$ cat config.mk
export PLATFORM = sky130hd
export DESIGN_NAME = hazard_control_unit
export DESIGN_NICKNAME = d
export VERILOG_FILES = /design/src/rtl/hazard_pkg.sv /design/src/rtl/reg_match.sv /design/src/rtl/hazard_control_unit.sv
export SDC_FILE = /design/constraint.sdc
export NUM_CORES = 1
export LEC_CHECK = 0
export BUFFER_PORTS_ARGS = -buffer_cell sky130_fd_sc_hd__buf_2
export CAP_MARGIN = 15
export CORE_MARGIN = 10
export CORE_UTILIZATION = 48
export DETAILED_ROUTE_END_ITERATION = 10
export PLACE_DENSITY = 0.91
export REMOVE_ABC_BUFFERS = 1
export SYNTH_ARGS = -nofsm -noshare
export SYNTH_HDL_FRONTEND = slang
export SYNTH_SLANG_ARGS = --single-unit
$ cat constraint.sdc
create_clock -name clk -period 2.97 [get_ports clk]
set_input_delay 0.4455 -clock clk [delete_from_list [all_inputs] [get_ports clk]]
set_output_delay 0.4455 -clock clk [all_outputs]
set_load 0.01 [all_outputs]
$ cat src/rtl/hazard_pkg.sv
// Shared types for the hazard control unit: memory-freeze FSM states and hazard cause codes.
package hazard_pkg;

  typedef enum logic [1:0] {
    StIdle,
    StWait,
    StDone
  } mem_state_e;

  localparam logic [2:0] HZ_NONE       = 3'd0;
  localparam logic [2:0] HZ_MEM_WAIT   = 3'd1;
  localparam logic [2:0] HZ_LOAD_USE   = 3'd2;
  localparam logic [2:0] HZ_BRANCH_USE = 3'd3;
  localparam logic [2:0] HZ_FLUSH      = 3'd4;

endpackage

$ cat src/rtl/reg_match.sv
// Zero-exempt compare of one destination register against the ID-stage rs/rt operands.
module reg_match #(
  parameter int unsigned REG_ADDR_W = 5
) (
  input  logic [REG_ADDR_W-1:0] dest,
  input  logic [REG_ADDR_W-1:0] rs,
  input  logic [REG_ADDR_W-1:0] rt,
  input  logic                  uses_rt,
  output logic                  match
);

  logic dest_nz;

  // $0 is hardwired to zero, so writes to it never create a dependency.
  assign dest_nz = (dest != '0);
  assign match   = dest_nz && ((dest == rs) || (uses_rt && (dest == rt)));

endmodule

$ cat src/rtl/hazard_control_unit.sv
// Pipeline stall/flush controller: load-use and branch-operand stalls, control-transfer
// flush, multi-cycle data-memory freeze and a saturating stall-cycle counter.
module hazard_control_unit
  import hazard_pkg::*;
#(
  parameter int unsigned REG_ADDR_W       = 5,
  parameter int unsigned MEM_STALL_CYCLES = 2,
  parameter int unsigned PERF_W           = 16
) (
  input  logic                  clk,
  input  logic                  reset,
  input  logic                  id_ex_mem_read,
  input  logic                  id_ex_reg_write,
  input  logic [REG_ADDR_W-1:0] id_ex_write_reg,
  input  logic                  ex_mem_mem_read,
  input  logic [REG_ADDR_W-1:0] ex_mem_write_reg,
  input  logic                  mem_access,
  input  logic [REG_ADDR_W-1:0] if_id_rs,
  input  logic [REG_ADDR_W-1:0] if_id_rt,
  input  logic                  if_id_uses_rt,
  input  logic                  id_branch,
  input  logic                  branch_taken,
  input  logic                  jump,
  output logic                  enable_pc,
  output logic                  enable_if_id,
  output logic                  enable_id_ex,
  output logic                  enable_ex_mem,
  output logic                  ctrl_bubble_n,
  output logic                  flush_if_id,
  output logic [2:0]            hazard_cause,
  output logic [PERF_W-1:0]     stall_count
);

  localparam int unsigned CntW    = (MEM_STALL_CYCLES > 1) ? $clog2(MEM_STALL_CYCLES + 1) : 1;
  localparam int unsigned CntLoad = (MEM_STALL_CYCLES > 1) ? MEM_STALL_CYCLES - 2 : 0;
  localparam bit          HasFreeze = (MEM_STALL_CYCLES > 0);
  localparam bit          MultiFreeze = (MEM_STALL_CYCLES > 1);

  mem_state_e        state_q, state_d;
  logic [CntW-1:0]   cnt_q, cnt_d;
  logic [PERF_W-1:0] stall_q;

  logic ex_match, mem_match;
  logic mem_wait, load_use, branch_use, redirect;

  reg_match #(.REG_ADDR_W(REG_ADDR_W)) u_ex_match (
    .dest    (id_ex_write_reg),
    .rs      (if_id_rs),
    .rt      (if_id_rt),
    .uses_rt (if_id_uses_rt),
    .match   (ex_match)
  );

  reg_match #(.REG_ADDR_W(REG_ADDR_W)) u_mem_match (
    .dest    (ex_mem_write_reg),
    .rs      (if_id_rs),
    .rt      (if_id_rt),
    .uses_rt (if_id_uses_rt),
    .match   (mem_match)
  );

  // The first frozen cycle is the IDLE cycle that sees the access, hence the -2 preload.
  always_comb begin
    state_d = state_q;
    cnt_d   = cnt_q;
    unique case (state_q)
      StIdle: begin
        if (mem_access && MultiFreeze) begin
          state_d = StWait;
          cnt_d   = CntW'(CntLoad);
        end else if (mem_access && HasFreeze) begin
          state_d = StDone;
        end
      end
      StWait: begin
        if (cnt_q == '0) begin
          state_d = StDone;
        end else begin
          cnt_d = cnt_q - CntW'(1);
        end
      end
      StDone:  state_d = StIdle;
      default: state_d = StIdle;
    endcase
  end

  assign mem_wait   = (state_q == StWait) || ((state_q == StIdle) && mem_access && HasFreeze);
  assign load_use   = id_ex_mem_read && ex_match;
  assign branch_use = id_branch && ((id_ex_reg_write && ex_match) ||
                                    (ex_mem_mem_read && mem_match));
  assign redirect   = branch_taken || jump;

  always_comb begin
    enable_pc     = 1'b1;
    enable_if_id  = 1'b1;
    enable_id_ex  = 1'b1;
    enable_ex_mem = 1'b1;
    ctrl_bubble_n = 1'b1;
    flush_if_id   = 1'b0;
    hazard_cause  = HZ_NONE;
    if (!reset) begin
      if (mem_wait) begin
        enable_pc     = 1'b0;
        enable_if_id  = 1'b0;
        enable_id_ex  = 1'b0;
        enable_ex_mem = 1'b0;
        hazard_cause  = HZ_MEM_WAIT;
      end else if (load_use || branch_use) begin
        enable_pc     = 1'b0;
        enable_if_id  = 1'b0;
        ctrl_bubble_n = 1'b0;
        hazard_cause  = load_use ? HZ_LOAD_USE : HZ_BRANCH_USE;
      end else if (redirect) begin
        flush_if_id  = 1'b1;
        hazard_cause = HZ_FLUSH;
      end
    end
  end

  always_ff @(posedge clk) begin
    if (reset) begin
      state_q <= StIdle;
      cnt_q   <= '0;
      stall_q <= '0;
    end else begin
      state_q <= state_d;
      cnt_q   <= cnt_d;
      if (!enable_pc && (stall_q != '1)) begin
        stall_q <= stall_q + 1'b1;
      end
    end
  end

  assign stall_count = stall_q;

endmodule

==> results of run 1 <==
final cells by class:
cell class                 count  area (sq um)  share of cell area [%]
tap                           31          38.8                    2.26
inverter                       2          7.51                   0.437
timing repair buffer          54           270                    15.7
clock inverter                 1          30.0                    1.75
sequential                    20           400                    23.3
clock buffer                   3          22.5                    1.31
multi-input combinational    142           948                    55.2
worst max-delay path: cells and delay by family:
family	cells	cell delay (ns)
simple gates	3	1.02
buf+inv	2	0.32
compound gates	2	0.43
through the flow:
stage	hold slack [ns]	setup slack [ns]	total power, mW
2_1_floorplan	0.455	0.307	0.356
3_3_place_gp	0.469	0.377	0.413
3_5_place_dp	0.479	0.336	0.416
4_1_cts	0.497	0.329	0.644
5_1_grt	0.519	0.213	0.667
6_report	0.498	0.314	0.636
path summary, 6_finish.rpt:
kind	start	end	slack, ns	cells after the start
worst max register to register	stall_count[9]	stall_count[15]	0.76	6
worst min-delay path	state_q[0]	state_q[1]	0.50	2
worst max-delay path	ex_mem_write_reg[0]	hazard_cause[2]	0.31	7
worst min register to register	state_q[0]	state_q[1]	0.50	2
kinds of logic (layout without fill, tap and decap cells):
logic type | Yosys count | after routing
AO/OA/AOI/OAI | 36 | 36
XOR/XNOR | 20 | 20
adder cells (fa/ha/maj) | 2 | 2
buffers and inverters | 13 | 60
flip-flops | 20 | 20
multiplexers | 5 | 5
AND/OR/NAND/NOR | 79 | 79
power groups by stage:
stage,Sequential [mW],Clock (mW),Combinational (mW)
6_report,0.281,0.227,0.128
5_1_grt,0.283,0.240,0.144
4_1_cts,0.281,0.233,0.130
3_5_place_dp,0.287,0,0.129
3_3_place_gp,0.287,0,0.127
2_1_floorplan,0.287,0,0.0685
registers in the layout, indices dropped and copies added (netlist names):
signal / flops
cnt_q: 2
stall_count: 16
state_q: 2
metal layers:
metal | up-vias | wire length (microns) | global-route usage [%]
li1 | 745 | - | -
met5 | - | 0 | 0
met4 | 0 | 38 | 5.89
met1 | 648 | 1600 | 14.8
met3 | 4 | 152 | 2.39
met2 | 28 | 1840 | 23.8
layout by cell type, fill, tap and decap left out, drive strengths merged, types with 7 or more instances in the layout:
cell   netlist  layout
buf          8      54
dfxtp       20      20
nand2       14      14
nor2        14      14
a21oi       12      12
xor2        11      11
xnor2        9       9
or4          9       9
o31ai        8       8
nand3        7       7
==> out/results.tsv, run 1 <==
stage	metric	value	unit
power	power_density	370	nW/um^2
floorplan	die_w	74.4	microns
logic_synthesis	synth_seq_cells	20	
worst_setup_path	cp_common_cell	buf_2	
layout	drive_gt1_share	30.6	%
min_path	hp-class	reg2reg	
logic_synthesis	synth_flop_cell	dfxtp_1	
layout	post-route-util	61.8	%
sta	setup_violations	0	
logic_synthesis	synth_top_cells_by_count	dfxtp_1 (20), nand2_1 (14), nor2_1 (14)	
place	io_buffers	54	
routing	drc	0	
layout	diodes	0	
layout	syn_to_final_growth	21.1	%
routing	via_per_inst	5.63	
global_routing	grt_max_degree	32	
logic_synthesis	synthMuxAreaShare	3.97	%
power	switching_share	26.6	%
place	dp_hpwl	2890	microns
floorplan	rows	19	
worst_setup_path	crit_type	in2out	
global_routing	grt_pass1_vias	1407	
power	power.leakage	0.707	nW
power	switchingPower	0.169	mW
sta	timing.fmax	377	MHz
routing	ant_nets	0	
power	power_frac_comb	20.1	%
global_routing	grt_pass1_wl	6110	microns
worst_setup_path	cp_cell_sequence	buf_2, or4_1, o211ai_1, or2_2, o21a_1, nor4b_1, buf_2	
worst_setup_path	end_kind	output pin	
logic_synthesis	yosysTopAreaCell	dfxtp_1	
logic_synthesis	synth_top_family_by_area	simple AND/OR/NAND/NOR gates	
sta	final_hold_viol_count	0	
global_routing	grt.total_usage	13.3	%
worst_setup_path	worstSetupStartpointType	input pin	
floorplan	design.die.area	5530	sq um
cts	tritoncts	built	
layout	final_area	1720	sq um
sta	period_share	89.4	%
logic_synthesis	ys_top_cells_by_area	dfxtp_1 (28%), xor2_1 (6.8%), xnor2_1 (5.6%), or4_1 (4.8%), a21oi_1 (4.2%)	
sta	clock_skew	0.0178	ns
worst_setup_path	cp_data_required_time	2.52	ns
floorplan	die_h	74.4	microns
power	p_int	0.467	mW
cts	cts-buffers-inserted	3	
power	p_seq_share	44.2	%
layout	fillCellCount	277	
logic_synthesis	synth.avg_cell_area	8.11	sq um
worst_setup_path	path_max_fanout	3	
routing	wl_per_cell	14.3	microns
run	drv_cap	0	
cts	worstSkewPairLatency	0.32	ns
logic_synthesis	synth_fa_ha_area_share	1.76	%
floorplan	io_pins	55	
cts	max-clock-path-buffers	2	
logic_synthesis	synth.most_common_cell	dfxtp_1	
layout	final_nets	255	
place	place.gp.congestion	0.907	
routing	dr.first_iter.drc_count	59	
routing	vias	1425	
power	clkPwrFrac	35.6	%
logic_synthesis	postSynthCellCount	175	
worst_setup_path	crit_path_top_delay_cell	or4_1	
cts	cts_setup_buffers	0	
worst_setup_path	cp.arrival	2.21	ns
layout	instances_no_fill	253	
sta	tns	0	ns
cts	htreeDepth	1	
sta	slew_headroom	55.7	%
logic_synthesis	synthXorXnorAreaFrac	12.3	%
sta	worst_slew_pin_slew	0.664	ns
routing	wl	3620	microns
floorplan	core_region_area	2780	sq um
global_routing	overflow	0	
logic_synthesis	synth_compound_area_share	18.3	%
global_routing	antenna_found_initial	0	
logic_synthesis	synth-seq-area-share	28.2	%
place	place_area	1670	sq um
cts	cts_resized	0	
logic_synthesis	synth_simple_gate_area_share	30.5	%
place	placedCellCount	249	
run_status	status	complete, no violations	
logic_synthesis	synth_cell_type_count	40	
routing	drtPass1Iterations	4	
logic_synthesis	synth_edf_count	0	
sta	maxSlewViolCount	0	
sta	fin_crit	2.66	ns
logic_synthesis	async_flop_share	0	%
logic_synthesis	ys_warn_count	0	
cts	path_clk_slew	0.11	ns
logic_synthesis	yosys.area.top_type_share	28.2	%
cts	clock-sinks	20	
logic_synthesis	syn-cell-area	1420	sq um
floorplan	start_util	51.0	%
worst_setup_path	max_stage_delay	0.55	ns
power	vdd_drop_max	363	uV
cts	hold_buffers	0	
sta	grt_setup_unrepaired	no	
cts	root_buffer	clkbuf_4	
Power figures use the tool's default switching activity.
==> inputs of run 2 (changes only) <==
--- a/config.mk
+++ b/config.mk
@@ -7,7 +7,7 @@
 export LEC_CHECK = 0
 export BUFFER_PORTS_ARGS = -buffer_cell sky130_fd_sc_hd__buf_2
 export CAP_MARGIN = 15
-export CORE_MARGIN = 10
+export CORE_MARGIN = 2
 export CORE_UTILIZATION = 48
 export DETAILED_ROUTE_END_ITERATION = 10
 export PLACE_DENSITY = 0.91
==> run 2 against run 1 <==
Highest routed layer unchanged. Critical endpoint unchanged. Via count is 0.77% higher. Hold slack got worse by 0.0033 ns. Routed wire length down 13%.
==> out/results.tsv, run 2 (same netlist as run 1, synthesis figures left out) <==
stage	metric	value	unit	change
worst_setup_path	cp_common_cell	buf_2		
place	placedCellCount	249		unchanged
layout	final_cell_mix	buf_2 (54), dfxtp_1 (20), nand2_1 (14), nor2_1 (14), a21oi_1 (12)		
worst_setup_path	worst-path-buf-inv	2		unchanged
routing	wl_per_cell	12.4	microns	-13%
sta	period_share	88.9	%	-0.50 points
layout	drive_gt1_share	30.6	%	unchanged
sta	fin_crit	2.64	ns	-0.0147 ns
power	p_seq_share	44.3	%	about the same
worst_setup_path	path_max_fanout	3		unchanged
routing	ant_nets	0		unchanged
power	power.leakage	0.707	nW	unchanged
cts	path_clk_slew	0.13	ns	+0.02 ns
place	place_ws	0.339	ns	+0.00221 ns
floorplan	die_w	58.4	microns	-22%
cts	root_buffer	clkbuf_4		
layout	syn_to_final_growth	21.1	%	unchanged
sta	clock_skew	0.0211	ns	+0.00336 ns
routing	dr.first_iter.drc_count	57		-3.4%
power	switching_share	26.4	%	-0.16 points
floorplan	io_pins	55		unchanged
cts	htreeDepth	1		unchanged
worst_setup_path	cp_data_required_time	2.52	ns	about the same
worst_setup_path	end_kind	output pin		
power	clkPwrFrac	35.6	%	about the same
layout	post-route-util	61.8	%	unchanged
sta	timing.fmax	379	MHz	+0.56%
cts	max-clock-path-buffers	2		unchanged
routing	drc	0		unchanged
worst_setup_path	worstSetupStartpointType	input pin		
cts	worstSkewPairLatency	0.31	ns	about the same
layout	fillCellCount	261		-5.8%
global_routing	antenna_found_initial	0		unchanged
place	dp_hpwl	2450	microns	-15%
sta	grt_setup_unrepaired	no		
power	switchingPower	0.168	mW	-0.79%
worst_setup_path	cp.arrival	2.20	ns	about the same
place	io_buffers	54		unchanged
cts	hold_buffers	0		unchanged
cts	cts-buffers-inserted	3		unchanged
sta	setup_violations	0		unchanged
global_routing	overflow	0		unchanged
cts	clock-sinks	20		unchanged
floorplan	start_util	51.0	%	unchanged
layout	final_nets	255		unchanged
floorplan	rows	19		unchanged
global_routing	grt_pass1_vias	1221		-13%
routing	drtPass1Iterations	4		unchanged
worst_setup_path	path_delay_family	simple AND/OR/NAND/NOR gates		
power	p_int	0.467	mW	about the same
sta	tns	0	ns	unchanged
routing	vias	1436		+0.77%
power	power_frac_comb	20.1	%	about the same
layout	instances_no_fill	253		unchanged
worst_setup_path	cp_cell_sequence	buf_2, or4_1, o211ai_1, or2_2, o21a_1, nor4b_1, buf_2		
layout	diodes	0		unchanged
cts	tritoncts	built		
sta	final_hold_viol_count	0		unchanged
power	vdd_drop_max	363	uV	-0.13%
sta	fin_ws	0.329	ns	+0.0147 ns
worst_setup_path	crit_path_top_delay_cell	or4_1		
worst_setup_path	max_stage_delay	0.54	ns	about the same
sta	worst_slew_pin_slew	0.644	ns	-0.0196 ns
floorplan	design.die.area	3410	sq um	-38%
min_path	hp-class	reg2reg		
routing	via_per_inst	5.68		+0.77%
global_routing	grt.total_usage	19.1	%	+5.8 points
floorplan	die_h	58.4	microns	-22%
run	drv_cap	0		unchanged
sta	maxSlewViolCount	0		unchanged
sta	slew_headroom	57.0	%	+1.3 points
global_routing	grt_max_degree	32		unchanged
floorplan	core_region_area	2780	sq um	unchanged
worst_setup_path	crit_type	in2out		
layout	layout_commonest_cell	buf_2		
power	power_density	369	nW/um^2	-0.19%
cts	cts_setup_buffers	0		unchanged
place	place.gp.congestion	0.895		-1.3%
global_routing	grt_pass1_wl	5120	microns	-16%
layout	largest_reg_flops	16		unchanged
cts	cts_resized	0		unchanged
run_status	status	complete, no violations		
routing	wl	3150	microns	-13%
## run 2: cell type report
type	count	area [sq um]	share of cell area, %
clock buffer	3	22.5	1.31
clock inverter	1	30.0	1.75
inverter	2	7.51	0.437
multi-input combinational	142	948	55.2
sequential	20	400	23.3
tap	31	38.8	2.26
timing repair buffer	54	270	15.7
## run 2: worst reg2reg max path, delay by kind of cell (launching register included)
family	cells	cell delay (ns)
DFF	1	0.38
muxes	1	0.37
and+or+nand+nor	5	1.39
## run 2: path summary, 6_finish.rpt
check / start / to / slack (ns) / depth (start not counted)
max reg2reg: stall_count[7] / stall_count[15] / 0.75 / 6
min reg2reg: stall_count[14] / stall_count[14] / 0.49 / 2
min: stall_count[14] / stall_count[14] / 0.49 / 2
max: ex_mem_write_reg[0] / hazard_cause[2] / 0.33 / 7
## run 2: layer usage
| layer | part of all wire, % | track usage, % |
|---|---|---|
| met5 | 0 | 0 |
| met4 | 1.5 | 7.97 |
| met3 | 4.7 | 3.52 |
| met2 | 47 | 30.0 |
| met1 | 46 | 25.8 |
## run 2: stage by stage
stage / instance area, sq um / power (mW) / hold slack (ns)
finish: 1720 / 0.634 / 0.495
global route: 1720 / 0.662 / 0.523
CTS: 1720 / 0.638 / 0.492
detailed placement: 1670 / 0.415 / 0.474
global placement: 1670 / 0.412 / 0.471
floorplan: 1360 / 0.356 / 0.455
## run 2: power groups by stage
stage	Clock, mW	Combinational [mW]	Sequential (mW)
3_5_place_dp	0	0.128	0.287
4_1_cts	0.228	0.128	0.281
6_report	0.226	0.127	0.281
2_1_floorplan	0	0.0685	0.287
5_1_grt	0.236	0.143	0.283
3_3_place_gp	0	0.125	0.287
==> inputs of run 3 (changes only) <==
--- a/config.mk
+++ b/config.mk
@@ -11,6 +11,7 @@
 export CORE_UTILIZATION = 48
 export DETAILED_ROUTE_END_ITERATION = 10
 export PLACE_DENSITY = 0.91
+export RECOVER_POWER = 50
 export REMOVE_ABC_BUFFERS = 1
 export SYNTH_ARGS = -nofsm -noshare
 export SYNTH_HDL_FRONTEND = slang
==> run 3 against run 2 <==
Power decreased by 0.34%. Non-clock buffer count stayed put. Highest routed layer unchanged. Core utilization fell by 0.81 points. Global-route usage is the same. Maximum frequency about the same. Sequential power hardly changed. Largest cell class unchanged. Hold slack better by 0.0031 ns. Largest power group unchanged. Final cell count did not move. Critical path depth stayed put.
==> out/results.tsv, run 3 (same netlist as run 1, synthesis figures left out) <==
stage	metric	value	unit	change
routing	drtPass1Iterations	4		unchanged
worst_setup_path	crit_type	in2out		
cts	tritoncts	built		
layout	ff_latch_area	400	sq um	unchanged
cts	cts_setup_buffers	0		unchanged
routing	drc	0		unchanged
power	p_seq_share	44.5	%	+0.2 points
sta	slew_headroom	16.7	%	-40 points
cts	root_buffer	clkbuf_4		
cts	max-clock-path-buffers	2		unchanged
power	switchingPower	0.167	mW	-0.51%
layout	final_nets	255		unchanged
cts	cts_resized	0		unchanged
sta	fin_crit	2.64	ns	+0.00180 ns
floorplan	design.die.area	3410	sq um	unchanged
power	vdd_drop_max	360	uV	-0.72%
sta	final_hold_viol_count	0		unchanged
global_routing	overflow	0		unchanged
layout	diodes	0		unchanged
min_path	hp-class	reg2reg		
power	power.leakage	0.632	nW	-11%
min_path	whs_path_depth	2		unchanged
global_routing	antenna_found_initial	0		unchanged
cts	clock-sinks	20		unchanged
place	place_area	1670	sq um	unchanged
worst_setup_path	r2r_end	stall_count[15]		
sta	worst_slew_pin_slew	1.25	ns	+0.605 ns
routing	vias	1450		+0.97%
power	power_frac_comb	20.0	%	about the same
sta	period_share	89.0	%	about the same
global_routing	grt_pass1_vias	1221		unchanged
place	io_buffers	54		unchanged
sta	tns	0	ns	unchanged
routing	ant_nets	0		unchanged
layout	largest_reg_flops	16		unchanged
run	drv_cap	0		unchanged
sta	setup_violations	0		unchanged
routing	dr.first_iter.drc_count	62		+8.8%
power	switching_share	26.4	%	-0.045 points
sta	timing.fmax	378	MHz	about the same
global_routing	grt_pass1_wl	5120	microns	unchanged
layout	layout_commonest_cell	buf_2		
floorplan	rows	19		unchanged
worst_setup_path	timing.rr.start	stall_count[7]		
cts	hold_buffers	0		unchanged
min_path	min-delay-start	stall_count[14]		
place	dp_hpwl	2450	microns	unchanged
min_path	min_to	stall_count[14]		
cts	cts-buffers-inserted	3		unchanged
worst_setup_path	cp.arrival	2.20	ns	about the same
cts	worstSkewPairLatency	0.31	ns	about the same
power	power_density	373	nW/um^2	+0.98%
power	p_int	0.465	mW	-0.28%
worst_setup_path	worstSetupStartpointType	input pin		
cts	htreeDepth	1		unchanged
layout	multi_input_comb_area	948	sq um	unchanged
floorplan	io_pins	55		unchanged
sta	maxSlewViolCount	0		unchanged
worst_setup_path	ff2ff_path_depth	6		unchanged
floorplan	die_h	58.4	microns	unchanged
sta	clock_skew	0.0200	ns	-0.00113 ns
run_status	status	complete, no violations		
global_routing	grt_max_degree	32		unchanged
layout	fillCellCount	271		+3.8%
sta	grt_setup_unrepaired	no		
cts	path_clk_slew	0.13	ns	about the same
layout	syn_to_final_growth	19.5	%	
routing	wl_per_cell	12.5	microns	+0.48%
layout	final_area	1700	sq um	-1.3%
layout	final_cell_mix	buf_2 (36), dfxtp_1 (20), clkbuf_1 (18)		
floorplan	die_w	58.4	microns	unchanged
worst_setup_path	cp_data_required_time	2.52	ns	about the same
layout	drive_gt1_share	22.5	%	-8.1 points
power	p_total	0.632	mW	-0.34%
routing	via_per_inst	5.73		+0.97%
place	place.gp.congestion	0.895		unchanged
floorplan	start_util	51.0	%	unchanged
floorplan	core_region_area	2780	sq um	unchanged
power	clkPwrFrac	35.5	%	about the same
worst_setup_path	r2r_setup_slack	0.74	ns	about the same
worst_setup_path	path_max_fanout	3		unchanged
worst_setup_path	end_kind	output pin		
sta	whs	0.498	ns	+0.00308 ns
global_routing	grt.total_usage	19.1	%	unchanged
routing	wl	3160	microns	+0.48%
-- run 3: how the worst max path moves through the flow --
stage / from / endpoint / slack (ns) / cells after the start
after CTS: ex_mem_write_reg[0] / hazard_cause[2] / 0.32 / 7
after detailed placement: ex_mem_write_reg[0] / hazard_cause[2] / 0.34 / 7
after global placement: ex_mem_write_reg[0] / hazard_cause[2] / 0.37 / 7
after floorplan: ex_mem_write_reg[0] / flush_if_id / 0.31 / 5
after global routing: ex_mem_write_reg[0] / hazard_cause[2] / 0.15 / 7
final: ex_mem_write_reg[0] / hazard_cause[2] / 0.33 / 7
-- run 3: power groups by stage --
stage / clock, mW / sequential, mW / combinational, mW
2_1_floorplan: 0 / 0.287 / 0.0685
3_3_place_gp: 0 / 0.287 / 0.125
3_5_place_dp: 0 / 0.287 / 0.128
4_1_cts: 0.228 / 0.281 / 0.128
5_1_grt: 0.236 / 0.283 / 0.142
6_report: 0.225 / 0.281 / 0.126
-- run 3: final cells by class --
| class | count | share of cell area, % |
|---|---|---|
| Clock inverter | 1 | 1.77 |
| Tap cell | 31 | 2.29 |
| Timing Repair Buffer | 54 | 14.6 |
| Clock buffer | 3 | 1.33 |
| Multi-Input combinational cell | 142 | 55.9 |
| Sequential cell | 20 | 23.6 |
| Inverter | 2 | 0.443 |
-- run 3: through the flow --
step	worst slack, ns	cells	util (%)
6_report	0.327	253	61.0
5_1_grt	0.152	253	61.0
4_1_cts	0.323	253	61.8
3_5_place_dp	0.339	249	59.9
3_3_place_gp	0.368	249	59.9
2_1_floorplan	0.307	164	-
-- run 3: routing by layer --
layer	track usage [%]	vias up	wire length (microns)
li1	-	748	-
met1	25.8	664	1450
met2	30.0	34	1500
met3	3.52	4	161
met4	7.97	0	48
met5	0	-	0
-- run 3: worst max-delay path: stages --
cell      delay, ns
buf_2          0.12
or4_1          0.54
o211ai_1       0.29
or2_2          0.18
o21a_1         0.14
nor4b_1        0.28
buf_2          0.20
